--- src/rtl/addsub_pkg.sv ---
// -----------------------------------------------------------------------------
// addsub_pkg
// Shared definitions for the serial adder/subtractor: controller state
// encoding and the meaning of the Ci mode input.
// -----------------------------------------------------------------------------
package addsub_pkg;

  typedef enum logic [1:0] {
    ST_IDLE = 2'd0,
    ST_CALC = 2'd1,
    ST_DONE = 2'd2
  } state_t;

  localparam logic MODE_ADD = 1'b0;
  localparam logic MODE_SUB = 1'b1;

endpackage

--- src/rtl/addsub_chunk.sv ---
// -----------------------------------------------------------------------------
// addsub_chunk
// Purely combinational CHUNK-bit adder slice with carry in/out. Subtraction is
// done by the caller (inverted B, carry-in of 1). Also usable on its own as a
// full-width combinational adder when CHUNK equals the operand width.
//
// Ports:
//   a, b  in  CHUNK  addends
//   cin   in  1      carry into bit 0
//   s     out CHUNK  sum
//   cout  out 1      carry out of the MSB
//   cmsb  out 1      carry into the MSB (for signed-overflow detection)
// -----------------------------------------------------------------------------
module addsub_chunk #(
  parameter int CHUNK = 4
) (
  input  logic [CHUNK-1:0] a,
  input  logic [CHUNK-1:0] b,
  input  logic             cin,
  output logic [CHUNK-1:0] s,
  output logic             cout,
  output logic             cmsb
);

  logic [CHUNK:0] w_full;

  assign w_full = {1'b0, a} + {1'b0, b} + {{CHUNK{1'b0}}, cin};
  assign s      = w_full[CHUNK-1:0];
  assign cout   = w_full[CHUNK];
  // The MSB sum bit is a ^ b ^ carry-in, so the carry into the MSB falls out
  // of the sum without a separate ripple chain.
  assign cmsb   = w_full[CHUNK-1] ^ a[CHUNK-1] ^ b[CHUNK-1];

endmodule

--- src/rtl/addsub_serial.sv ---
// -----------------------------------------------------------------------------
// addsub_serial
// Multi-cycle WIDTH-bit adder/subtractor that pushes CHUNK bits per clock
// (LSB chunk first) through one shared addsub_chunk slice. Valid/ready
// handshake on both sides; one operation in flight at a time.
//
// Ports:
//   clk        in  1      clock, all state on the rising edge
//   rst_n      in  1      synchronous active-low reset
//   in_valid   in  1      operand set A, B, Ci valid
//   in_ready   out 1      block can accept an operand set (IDLE)
//   A, B       in  WIDTH  operands
//   Ci         in  1      0 = A+B, 1 = A-B
//   out_valid  out 1      S, Co, V hold a completed result (DONE)
//   out_ready  in  1      consumer accepts the result
//   S          out WIDTH  result
//   Co         out 1      carry out of MSB (subtract: 1 = no borrow)
//   V          out 1      signed overflow
// WIDTH must be an integer multiple of CHUNK.
// -----------------------------------------------------------------------------
module addsub_serial
  import addsub_pkg::*;
#(
  parameter int WIDTH = 16,
  parameter int CHUNK = 4
) (
  input  logic             clk,
  input  logic             rst_n,
  input  logic             in_valid,
  output logic             in_ready,
  input  logic [WIDTH-1:0] A,
  input  logic [WIDTH-1:0] B,
  input  logic             Ci,
  output logic             out_valid,
  input  logic             out_ready,
  output logic [WIDTH-1:0] S,
  output logic             Co,
  output logic             V
);

  localparam int N     = WIDTH / CHUNK;
  localparam int CNT_W = (N > 1) ? $clog2(N) : 1;

  state_t             r_state;
  state_t             w_state_next;

  logic [WIDTH-1:0]   r_a;
  logic [WIDTH-1:0]   r_b;      // B already conditioned for the mode
  logic [WIDTH-1:0]   r_acc;    // working result, filled chunk by chunk
  logic [WIDTH-1:0]   r_s;      // published result, only updated on completion
  logic               r_carry;
  logic               r_co;
  logic               r_v;
  logic [CNT_W-1:0]   r_cnt;

  logic [CHUNK-1:0]   w_a_chunk;
  logic [CHUNK-1:0]   w_b_chunk;
  logic [CHUNK-1:0]   w_sum;
  logic               w_cout;
  logic               w_cmsb;
  logic               w_last;
  logic               w_accept;
  logic [WIDTH-1:0]   w_acc_next;

  // ---------------------------------------------------------------------------
  // Shared arithmetic slice
  // ---------------------------------------------------------------------------
  assign w_a_chunk = r_a[r_cnt*CHUNK +: CHUNK];
  assign w_b_chunk = r_b[r_cnt*CHUNK +: CHUNK];
  assign w_last    = (r_cnt == CNT_W'(N - 1));

  addsub_chunk #(
    .CHUNK (CHUNK)
  ) u_chunk (
    .a    (w_a_chunk),
    .b    (w_b_chunk),
    .cin  (r_carry),
    .s    (w_sum),
    .cout (w_cout),
    .cmsb (w_cmsb)
  );

  // Working result with the current chunk merged in; on the last chunk this
  // is the complete result and is published straight to r_s.
  always_comb begin
    w_acc_next                        = r_acc;
    w_acc_next[r_cnt*CHUNK +: CHUNK]  = w_sum;
  end

  // ---------------------------------------------------------------------------
  // Controller
  // ---------------------------------------------------------------------------
  always_ff @(posedge clk) begin
    if (!rst_n) begin
      r_state <= ST_IDLE;
    end else begin
      r_state <= w_state_next;
    end
  end

  // NOTE: every output of this block gets a default first so no path can
  // leave one unassigned and infer a latch.
  always_comb begin
    w_state_next = r_state;
    in_ready     = 1'b0;
    out_valid    = 1'b0;
    unique case (r_state)
      ST_IDLE: begin
        in_ready = 1'b1;
        if (in_valid) w_state_next = ST_CALC;
      end
      ST_CALC: begin
        if (w_last) w_state_next = ST_DONE;
      end
      ST_DONE: begin
        out_valid = 1'b1;
        if (out_ready) w_state_next = ST_IDLE;
      end
      default: w_state_next = ST_IDLE;
    endcase
  end

  assign w_accept = in_valid & in_ready;

  // ---------------------------------------------------------------------------
  // Datapath registers
  // ---------------------------------------------------------------------------
  // NOTE: non-blocking assignments so every register samples pre-edge values
  // regardless of statement order.
  always_ff @(posedge clk) begin
    if (!rst_n) begin
      r_a     <= '0;
      r_b     <= '0;
      r_acc   <= '0;
      r_s     <= '0;
      r_carry <= 1'b0;
      r_co    <= 1'b0;
      r_v     <= 1'b0;
      r_cnt   <= '0;
    end else if (w_accept) begin
      r_a     <= A;
      r_b     <= (Ci == MODE_SUB) ? ~B : B;
      r_carry <= Ci;
      r_cnt   <= '0;
    end else if (r_state == ST_CALC) begin
      r_acc   <= w_acc_next;
      r_carry <= w_cout;
      r_cnt   <= r_cnt + 1'b1;
      if (w_last) begin
        r_s  <= w_acc_next;
        r_co <= w_cout;
        r_v  <= w_cmsb ^ w_cout;
      end
    end
  end

  assign S  = r_s;
  assign Co = r_co;
  assign V  = r_v;

endmodule

--- config.mk ---
export PLATFORM = sky130hd
export DESIGN_NAME = addsub_serial
export DESIGN_NICKNAME = d
export VERILOG_FILES = /design/src/rtl/addsub_pkg.sv /design/src/rtl/addsub_chunk.sv /design/src/rtl/addsub_serial.sv
export SDC_FILE = /design/constraint.sdc
export NUM_CORES = 1
export LEC_CHECK = 0
export BUFFER_PORTS_ARGS = -buffer_cell sky130_fd_sc_hd__buf_2
export CAP_MARGIN = 20
export CELL_PAD_IN_SITES_DETAIL_PLACEMENT = 1
export CELL_PAD_IN_SITES_GLOBAL_PLACEMENT = 1
export CORE_MARGIN = 3
export CORE_UTILIZATION = 35
export DETAILED_ROUTE_END_ITERATION = 7
export PLACE_DENSITY = 0.67
export REMOVE_ABC_BUFFERS = 1
export SYNTH_ARGS = -nofsm -noshare
export SYNTH_HDL_FRONTEND = slang
export SYNTH_HIERARCHICAL = 1
export SYNTH_SLANG_ARGS = --single-unit
--- constraint.sdc ---
create_clock -name clk -period 7 [get_ports clk]
set_input_delay 0.7 -clock clk [delete_from_list [all_inputs] [get_ports clk]]
set_output_delay 0.7 -clock clk [all_outputs]
set_load 0.01 [all_outputs]
Yosys cells after proc, flatten, opt, wreduce, memory -nomap -nowiden. Cells that the tools add are included.

Flip-flop bits (word level): 71. Output and inout bits: 20. Logic and storage cells: 46.

Add/sub/neg operators: 4. Eq/ne operators: 6. Shifts and indexed selects: 4. Muxes and demuxes: 10. Bitwise gates (word level): 7. Reduce and logical (&&, ||, !) cells: 6.

Operators by type and width (count): $neg 4->34 (1); $shift 4x34->16 const A (1); $shiftx 4x34->16 (1); $shiftx 16x5->4 (2); $bwmux 16 (1); $mux 16 (1); $not 16->16 (1); $mux 2 (3); $ne 2x2->1 const B (3); $pmux 2 s3 (1); $reduce_and 3->1 (2); $add 4x4->5 (1); $add 5x1->5 (1); $eq 2x2->1 const B (2); $mux 1 (4); $xor 1x1->1 (3); $add 2x1->2 const B (1); $eq 2x1->1 const B (1); $logic_not 2->1 (1); $not 1->1 (2); $reduce_and 2->1 (1); $reduce_bool 2->1 (1); $reduce_or 2->1 (1); $and 1x1->1 (1).

Longest topological paths before layout. Gate-level depths: netlist (run 1).

Depth in word-level cells: 6. Depth in mapped cells: 11.

By module. Netlist (run 1), hierarchy kept.

By module, submodules not included: addsub_serial (instances 1, cells each 308, area each 3022.9 sq um); addsub_chunk (instances 1, cells each 19, area each 177.7 sq um).

Worst setup path after synthesis (run 1). Ideal clock, no wire load.

Path type: flip-flop to flip-flop. From: reg r_cnt[0]. To: reg r_v, in the netlist V. Library setup time: 116 ps. Arrival: 2525 ps. Required time: 6884 ps. Path slack: 4359 ps. Cell stages (with the launch flop): 12. Path buffers: 1. Cells stage by stage: dfxtp_1 > buf_2 > mux4_2 > fa_1 > inv_1 > fa_1 > nor2b_1 > o21ai_0 > nand2b_1 > xnor2_1 > nand2_1 > o211a_1.

RTL lines: from (decl) (line addsub_serial.sv:54) `logic [CNT_W-1:0] r_cnt;`; from (signal assigned) (line addsub_serial.sv:148) `r_cnt <= r_cnt + 1'b1;`; $shiftx 16x5->4 (line addsub_serial.sv:68) `assign w_a_chunk = r_a[r_cnt*CHUNK +: CHUNK];`; via w_a_chunk[0] (line addsub_serial.sv:56) `logic [CHUNK-1:0] w_a_chunk;`; $add 4x4->5 (line addsub_chunk.sv:27) `assign w_full = {1'b0, a} + {1'b0, b} + {{CHUNK{1'b0}}, cin};`; $add 5x1->5 (line addsub_chunk.sv:27); via w_cout (line addsub_serial.sv:59) `logic w_cout;`; $xor 1x1->1 (line addsub_serial.sv:152) `r_v <= w_cmsb ^ w_cout;`; to (signal assigned) (line addsub_serial.sv:152); to (decl) (line addsub_serial.sv:53) `logic r_v;`.

The timed path passes the listed nets, and every way through them passes these cells. A chain may end at the register's enable or synchronous reset.

Worst setup path after layout (run 1). Ends and elaborated chain as after synthesis.

==> run summary, run 1 <==
unrepaired setup endpoints after global routing - false
worst hold path cell count - 2
post-DP HPWL - 5.011 mm
r2r endpoint - V
min Tclk post-route - 3.090 ns
worst skew pair latency - 0.34 ns
FF-to-FF path depth - 10
Syn Area/Cell - 9.788 sq um
die width - 101.6 microns
clock tree sinks - 67
Syn. warnings - 6
first-pass GRT wire length - 12.28 mm
WS Path Type - register to register
initial antenna violation count - 0
final critical-path share of the clock period - 44.14%
CTS Root Cell - clkbuf_8
clk_skew - 0.007208 ns
maximum VDD drop - 109.0 uV
WL/cell - 14.83 microns
nets@finish - 419
Non-Filler Instances - 485
Max Cap Viol - 0
fin. max-slew vios - 0
Hold WC Path Type - register to register
# resized after CTS - 0
leakage - 1.612 nW
Area growth syn-to-layout - 15.32%
Post-Syn Instances - 327
postcts setup bufs - 0
status - finished, final reports clean
CTS Buf Count - 9
TritonCTS clock tree - yes
RR Startpoint - r_cnt[0]
met2 routed WL - 3.384 mm
DR iter-0 viols - 61
Initial Utilization - 36.35%
Setup TNS Final - 0 ns
CTS H-tree lvls - 3
Setup crit start kind - register
drt first pass iters - 4
Worst R2R Setup Slack - 3.91 ns
number of global-route vias before repair - 2547
Worst EP required - 7.23 ns
number of hold buffers added after CTS - 0
sequential area share after synthesis - 41.91%
Hold Crit Start - S[12]
DRT Wirelength - 7.191 mm
Max Freq - 323.7 MHz
port bufs - 56
DR vias/cell - 5.136
Antenna Cells - 0
Critical Path Fanout Max - 16
GRT Residual Overflow - 0
RePlAce Congestion - 0.7852
gr usage total - 15.23%
Slew @ Worst Pin - 0.9434 ns
Hold Vio Cnt, Final - 0
Top Layer Used - met4
I/O pin total - 57
Worst Setup End Kind - register
post-route antenna net violation count - 0
Worst slew margin - 36.98%
DRT met1 WL - 3.396 mm
share of cells above drive strength 1 - 22.02%
die area - 0.01033 sq mm
Die Ht - 101.6 microns
setup violators final - 0
largest net degree at the start of global routing - 63
WHS Endpoint - S[12]
mapped cell area - 0.003201 sq mm
Inst Count DP - 468
number of synthesized register bits - 67
CORE AREA - 0.008806 sq mm
clock buffer depth - 2
via total after detailed routing - 2491
PD cells - 224.1 mW/mm^2
residual DRC count - 0
Synth cell types - 37
cell row count - 34
Worst-path clk slew - 0.07 ns
critical path arrival - 3.32 ns
WL met3 - 327 microns
[worst max-delay path: stages (launching register included)]
cell	delay, ns
dfxtp_1	0.86
mux4_2	0.63
fa_1	0.46
inv_1	0.08
fa_1	0.20
nor2b_1	0.06
o21ai_0	0.14
nand2b_1	0.13
xnor2_1	0.19
nand2_1	0.07
o211a_1	0.16
[layout make-up]
cell class | count | area, sq um
sequential | 67 | 1341
clock inverter | 2 | 10.01
inverter | 8 | 30.03
fill | 1036 | 5115
multi-input combinational | 228 | 1719
clock buffer | 14 | 162.7
tap | 108 | 135.1
timing repair buffer | 58 | 292.8
[registers in the layout, summed over array words and instances (netlist names)]
signal and cells:
S 16, r_a 16, r_b 16, r_acc 12
r_cnt 2, r_state 2, Co 1, V 1
r_carry 1
[cell usage after synthesis]
cell       n  area share [%]
a22o_1     8             2.2
and4_1     2            0.55
a31oi_1    4            0.78
a21boi_1   2            0.47
nor4bb_1   1            0.31
nor2_1     7            0.82
nor4b_4    1            0.74
buf_6      1            0.35
o21ai_0   13             2.0
nand2b_1   5            0.98
o21ai_1    1            0.16
o21a_1     2            0.47
o211a_1   17             5.3
fa_1       2             1.3
xnor2_1   23             6.3
a32oi_1    8             2.2
and3b_1    2            0.55
dfxtp_1   67              42
nand2_1   56             6.6
inv_1      8            0.94
nand3_1    8             1.3
or3b_1     1            0.27
buf_2     12             1.9
a21oi_1    5            0.78
buf_4      1            0.23
mux4_2     8             5.6
clkbuf_1  10             1.2
nor2b_1   10             2.0
nand3b_1   2            0.47
mux2i_1    2            0.63
a21oi_4    1            0.51
ha_1       8             3.1
nor3b_2    2            0.78
and2_1     1            0.20
a21boi_0  21             4.9
a21o_1     1            0.23
a221oi_1   4             1.1
[metal layers]
| layer | track usage [%] | up-vias |
|---|---|---|
| li1 | - | 1250 |
| met1 | 19.13 | 1174 |
| met2 | 25.05 | 59 |
| met3 | 4.132 | 8 |
| met4 | 5.624 | 0 |
| met5 | 0 | - |
[worst max-delay path by stage]
stage | slack [ns] | endpoint | depth (start not counted) | start
4_1_cts | 3.86 | V | 10 | r_cnt[0]
3_5_place_dp | 3.88 | V | 10 | r_cnt[0]
5_1_grt | 3.59 | V | 10 | r_cnt[0]
3_3_place_gp | 3.97 | S[11] | 7 | r_cnt[0]
2_1_floorplan | 4.26 | V | 10 | r_cnt[0]
6_report | 3.91 | V | 10 | r_cnt[0]
[where the power goes]
| group | switching (mW) | leakage, nW | internal, mW |
|---|---|---|---|
| clock network | 0.139 | 0.0905 | 0.147 |
| logic | 0.0716 | 0.975 | 0.0575 |
| registers | 0.0130 | 0.547 | 0.399 |
| total | 0.224 | 1.61 | 0.603 |
[logic make-up (layout without fill, tap and decap cells)]
kind of cell,Yosys count,count (layout),synth area share (%)
adders and majority gates,10,10,4.379
muxes,10,10,6.255
AOI/OAI and AO/OA,87,87,21.15
buffers and inverters,32,82,4.574
and+or+nand+nor,98,98,15.44
xor gates and xnor gates,23,23,6.294
DFF,67,67,41.91
[placed cells by master, fill, tap and decap left out, types with 2 or more instances in the layout]
cell type  netlist  final
buf_2           12     56
a32oi_1          8      8
and4_1           2      2
a21boi_1         2      2
dfxtp_1         67     67
nor2b_1         10     10
mux4_2           8      8
nand2b_1         5      5
ha_1             8      8
a31oi_1          4      4
a221oi_1         4      4
a21boi_0        21     21
nor2_1           7      7
clkinv_2         0      2
mux2i_1          2      2
and3b_1          2      2
nand3b_1         2      2
o21ai_0         13     13
nand3_1          8      8
o211a_1         17     17
clkbuf_1        10      3
o21a_1           2      2
xnor2_1         23     23
nand2_1         56     56
a21oi_1          5      5
clkbuf_8         0     11
a22o_1           8      8
inv_1            8      8
fa_1             2      2
[per-stage QoR]
stage                     hold WS (ns)  worst slack [ns]  power, mW  area [sq um]  utilization, %
after floorplan                 0.4402             4.259     0.5031          3084               -
after global placement          0.4520             3.968     0.5462          3513           39.90
after detailed placement        0.4611             3.877     0.5498          3513           39.90
after CTS                       0.4704             3.856     0.8376          3686           41.86
after global routing            0.4899             3.591     0.8703          3691           41.92
final                           0.4666             3.910     0.8273          3691           41.92
Note: power is estimated with default switching activity, not from simulation.
==> inputs of run 2 (changes only) <==
- ABC_AREA: unset -> 1
- PLACE_DENSITY: 0.67 -> 0.74
- clock period: 7 -> 2.7 ns (I/O delays scaled with it)
==> run 2 against run 1 <==
  * Non-clock buffer count rose by 9
  * Fmax is 23% higher
  * Via count increased by 34%
  * Synthesized area rose by 6.3%
  * Highest routed layer unchanged
  * Clock skew hardly changed
==> run summary, run 2 <==
status - finished, final reports clean
CTS Root Cell - clkbuf_8
Slew @ Worst Pin - 0.5486 ns (-0.3948 ns)
fin. max-slew vios - 0 (unchanged)
first-pass GRT wire length - 16.41 mm (+34%)
Main synth FF type - dfxtp_1
residual DRC count - 0 (unchanged)
maximum VDD drop - 196.6 uV (+80%)
Synth Area in Compound Gates - 13.02% (-8.1 points)
GRT Residual Overflow - 0 (unchanged)
TritonCTS clock tree - yes
Initial Utilization - 36.47% (+0.13 points)
port bufs - 56 (unchanged)
Fin Hold WS - 0.1627 ns (-0.3039 ns)
Final Util - 43.53% (+1.6 points)
initial antenna violation count - 0 (unchanged)
Antenna Cells - 0 (unchanged)
I/O pin total - 57 (unchanged)
Area growth syn-to-layout - 19.35%
DR vias/cell - 4.870 (-5.2%)
xor/xnor share of the synthesized area - 4.892% (-1.4 points)
most common cell after layout, fill and taps aside - nor2_1
number of synthesized register bits - 67 (unchanged)
EDFF count, synth - 0 (unchanged)
leakage - 1.896 nW (+18%)
critical path arrival - 2.81 ns (-0.51 ns)
Worst Setup End Kind - register
WS Path Type - register to register
CP dominant cell by count - nand2_1
Clock power frac - 38.4% (+3.8 points)
DRT Wirelength - 9.258 mm (+29%)
CP Cell Sequence - buf_4 > o21ai_0 > o22ai_2 > fa_1 > inv_1 > fa_1 > xnor2_2 > nand2_1 > nor2_1 > nand2_1 > nand3_1 > nand2_1 > inv_1
CP max-delay cell - fa_1
most common cell in the synthesized netlist - nor2_1
most frequent cells in the layout - nor2_1, nand2_1, dfxtp_1
RR Startpoint - r_cnt[0]
WL/cell - 13.55 microns (-8.6%)
cell taking the most area after synthesis - dfxtp_1
Worst EP required - 2.99 ns (-4.24 ns)
Worst-path clk slew - 0.07 ns (about the same)
Synth area leaders - dfxtp_1, nor2_1, nand2_1, inv_1, nand3_1
worst hold path cell count - 3 (+1)
P_int - 1.792 mW (+200%)
Setup crit start kind - register
Worst slew margin - 63.39% (+26 points)
Synth cell types - 26 (-30%)
min Tclk post-route - 2.517 ns (-0.5730 ns)
share of cells above drive strength 1 - 17.15% (-4.9 points)
Stages on worst setup path - 13 (+3)
mux share of post-synthesis cell area - 0% (-6.3 points)
Post-synth top cells - nor2_1, nand2_1, dfxtp_1, inv_1, nand3_1
FF-to-FF path depth - 13 (+3)
CORE AREA - 0.009328 sq mm (+5.9%)
sequential share of power - 43.1% (-6.7 points)
mapped cell area - 0.003402 sq mm (+6.3%)
number of hold buffers added after CTS - 0 (unchanged)
drt first pass iters - 4 (unchanged)
Setup crit start - r_cnt[0]
WP buf/inv - 3 (+2)
# resized after CTS - 0 (unchanged)
cell family with most CP delay - adder cells
worst skew pair latency - 0.34 ns (about the same)
clk_skew - 0.007452 ns (+0.0002445 ns)
Hold Vio Cnt, Final - 0 (unchanged)
gr usage total - 18.23% (+3.0 points)
nets@finish - 596 (+42%)
die width - 104.6 microns (+2.9%)
setup violators final - 0 (unchanged)
RePlAce Congestion - 0.8057 (+2.6%)
Post-Syn Instances - 497 (+52%)
Sequential Area - 0.001341 sq mm (unchanged)
crit-path max cell delay - 0.47 ns (-0.39 ns)
Critical Path Fanout Max - 20 (+4)
largest family of logic cells by synthesized area - simple AND/OR/NAND/NOR gates
Syn. warnings - 6 (unchanged)
Sw Ratio - 28.75% (+1.7 points)
post-DP HPWL - 6.872 mm (+37%)
Synth Area in Simple Gates - 27.33% (+12 points)
clock tree sinks - 67 (unchanged)
clock buffer depth - 2 (unchanged)
Hold Crit Start - A[4]
Multi-input gate area - 0.001707 sq mm (-0.73%)
postcts setup bufs - 0 (unchanged)
share of flip-flops with an asynchronous set or reset - 0% (unchanged)
sequential area share after synthesis - 39.43% (-2.5 points)
largest net degree at the start of global routing - 35 (-44%)
Comb pwr share - 18.6% (+3.0 points)
sw power - 0.7230 mW (+220%)
placed inst area - 0.003805 sq mm (+8.3%)
Layout fillers - 1226 (+18%)
post-synth top area share - 39.43% (-2.5 points)
Hold WC Path Type - primary input to register
number of global-route vias before repair - 3490 (+37%)
Die Ht - 104.6 microns (+2.9%)
Syn Area/Cell - 6.845 sq um (-30%)
post-route antenna net violation count - 0 (unchanged)
post-synthesis adder-cell area fraction - 4.119% (-0.26 points)
final critical-path share of the clock period - 93.20% (+49 points)
CTS Buf Count - 9 (unchanged)
PD cells - 619.5 mW/mm^2 (+180%)
CTS H-tree lvls - 3 (unchanged)
Max Freq - 397.4 MHz (+23%)
Max Cap Viol - 0 (unchanged)
die area - 0.01094 sq mm (+5.9%)
DR iter-0 viols - 69 (+13%)
cell row count - 35 (+2.9%)
via total after detailed routing - 3326 (+34%)
Finished Cell Area - 0.004060 sq mm (+10%)
-- run 2: cell families after synthesis --
kind of cell	after synthesis
AOI/OAI and AO/OA	86
xor gates and xnor gates	19
adders and majority gates	10
buffers and inverters	92
DFF	67
and+or+nand+nor	223
-- run 2: final cells by class --
type / instances / share of cell area [%]
multi-input cells: 338 / 42.03
flip-flops and latches: 67 / 33.04
repair buffers: 67 / 9.245
inverters: 66 / 6.102
well taps: 129 / 3.975
clock buffers: 12 / 3.821
clock inverters: 4 / 1.787
-- run 2: power by group through the flow --
stage | combinational, mW | clock (mW) | sequential, mW
after floorplan | 0.302 | 0 | 1.10
after global placement | 0.433 | 0 | 1.10
after detailed placement | 0.456 | 0 | 1.11
after CTS | 0.458 | 0.988 | 1.08
after global routing | 0.537 | 1.05 | 1.09
final | 0.467 | 0.965 | 1.08
-- run 2: worst reg2reg max path: cells and delay by family, from the launching register on --
kind,cells,cell delay (ns)
DFF,1,0.34
and+or+nand+nor,5,0.48
AOI/OAI and AO/OA,2,0.34
adders and majority gates,2,0.72
xor gates and xnor gates,1,0.23
buffers and inverters,3,0.35
-- run 2: metal layers --
metal / GRT usage, % / routed length [microns] / up-vias
met5: 0 / 0 / -
met4: 4.873 / 127 / 0
met3: 4.262 / 374 / 12
met2: 33.49 / 4638 / 59
met1: 21.16 / 4117 / 1579
li1: - / - / 1676
-- run 2: path summary, 6_finish.rpt --
check / endpoint / slack, ns
worst max-delay path: r_acc[6] / 0.18
worst min-delay path: r_a[4] / 0.16
worst max register to register: r_acc[6] / 0.18
worst min register to register: r_b[6] / 0.46
-- run 2: per-stage QoR --
stage | setup TNS, ns | power, mW | std cells | setup WS (ns)
2_1_floorplan | -0.1698 | 1.399 | 471 | -0.1226
3_3_place_gp | 0 | 1.537 | 667 | 0.2922
3_5_place_dp | 0 | 1.562 | 667 | 0.1096
4_1_cts | 0 | 2.529 | 683 | 0.08352
5_1_grt | -0.007758 | 2.674 | 683 | -0.007758
6_report | 0 | 2.515 | 683 | 0.1835
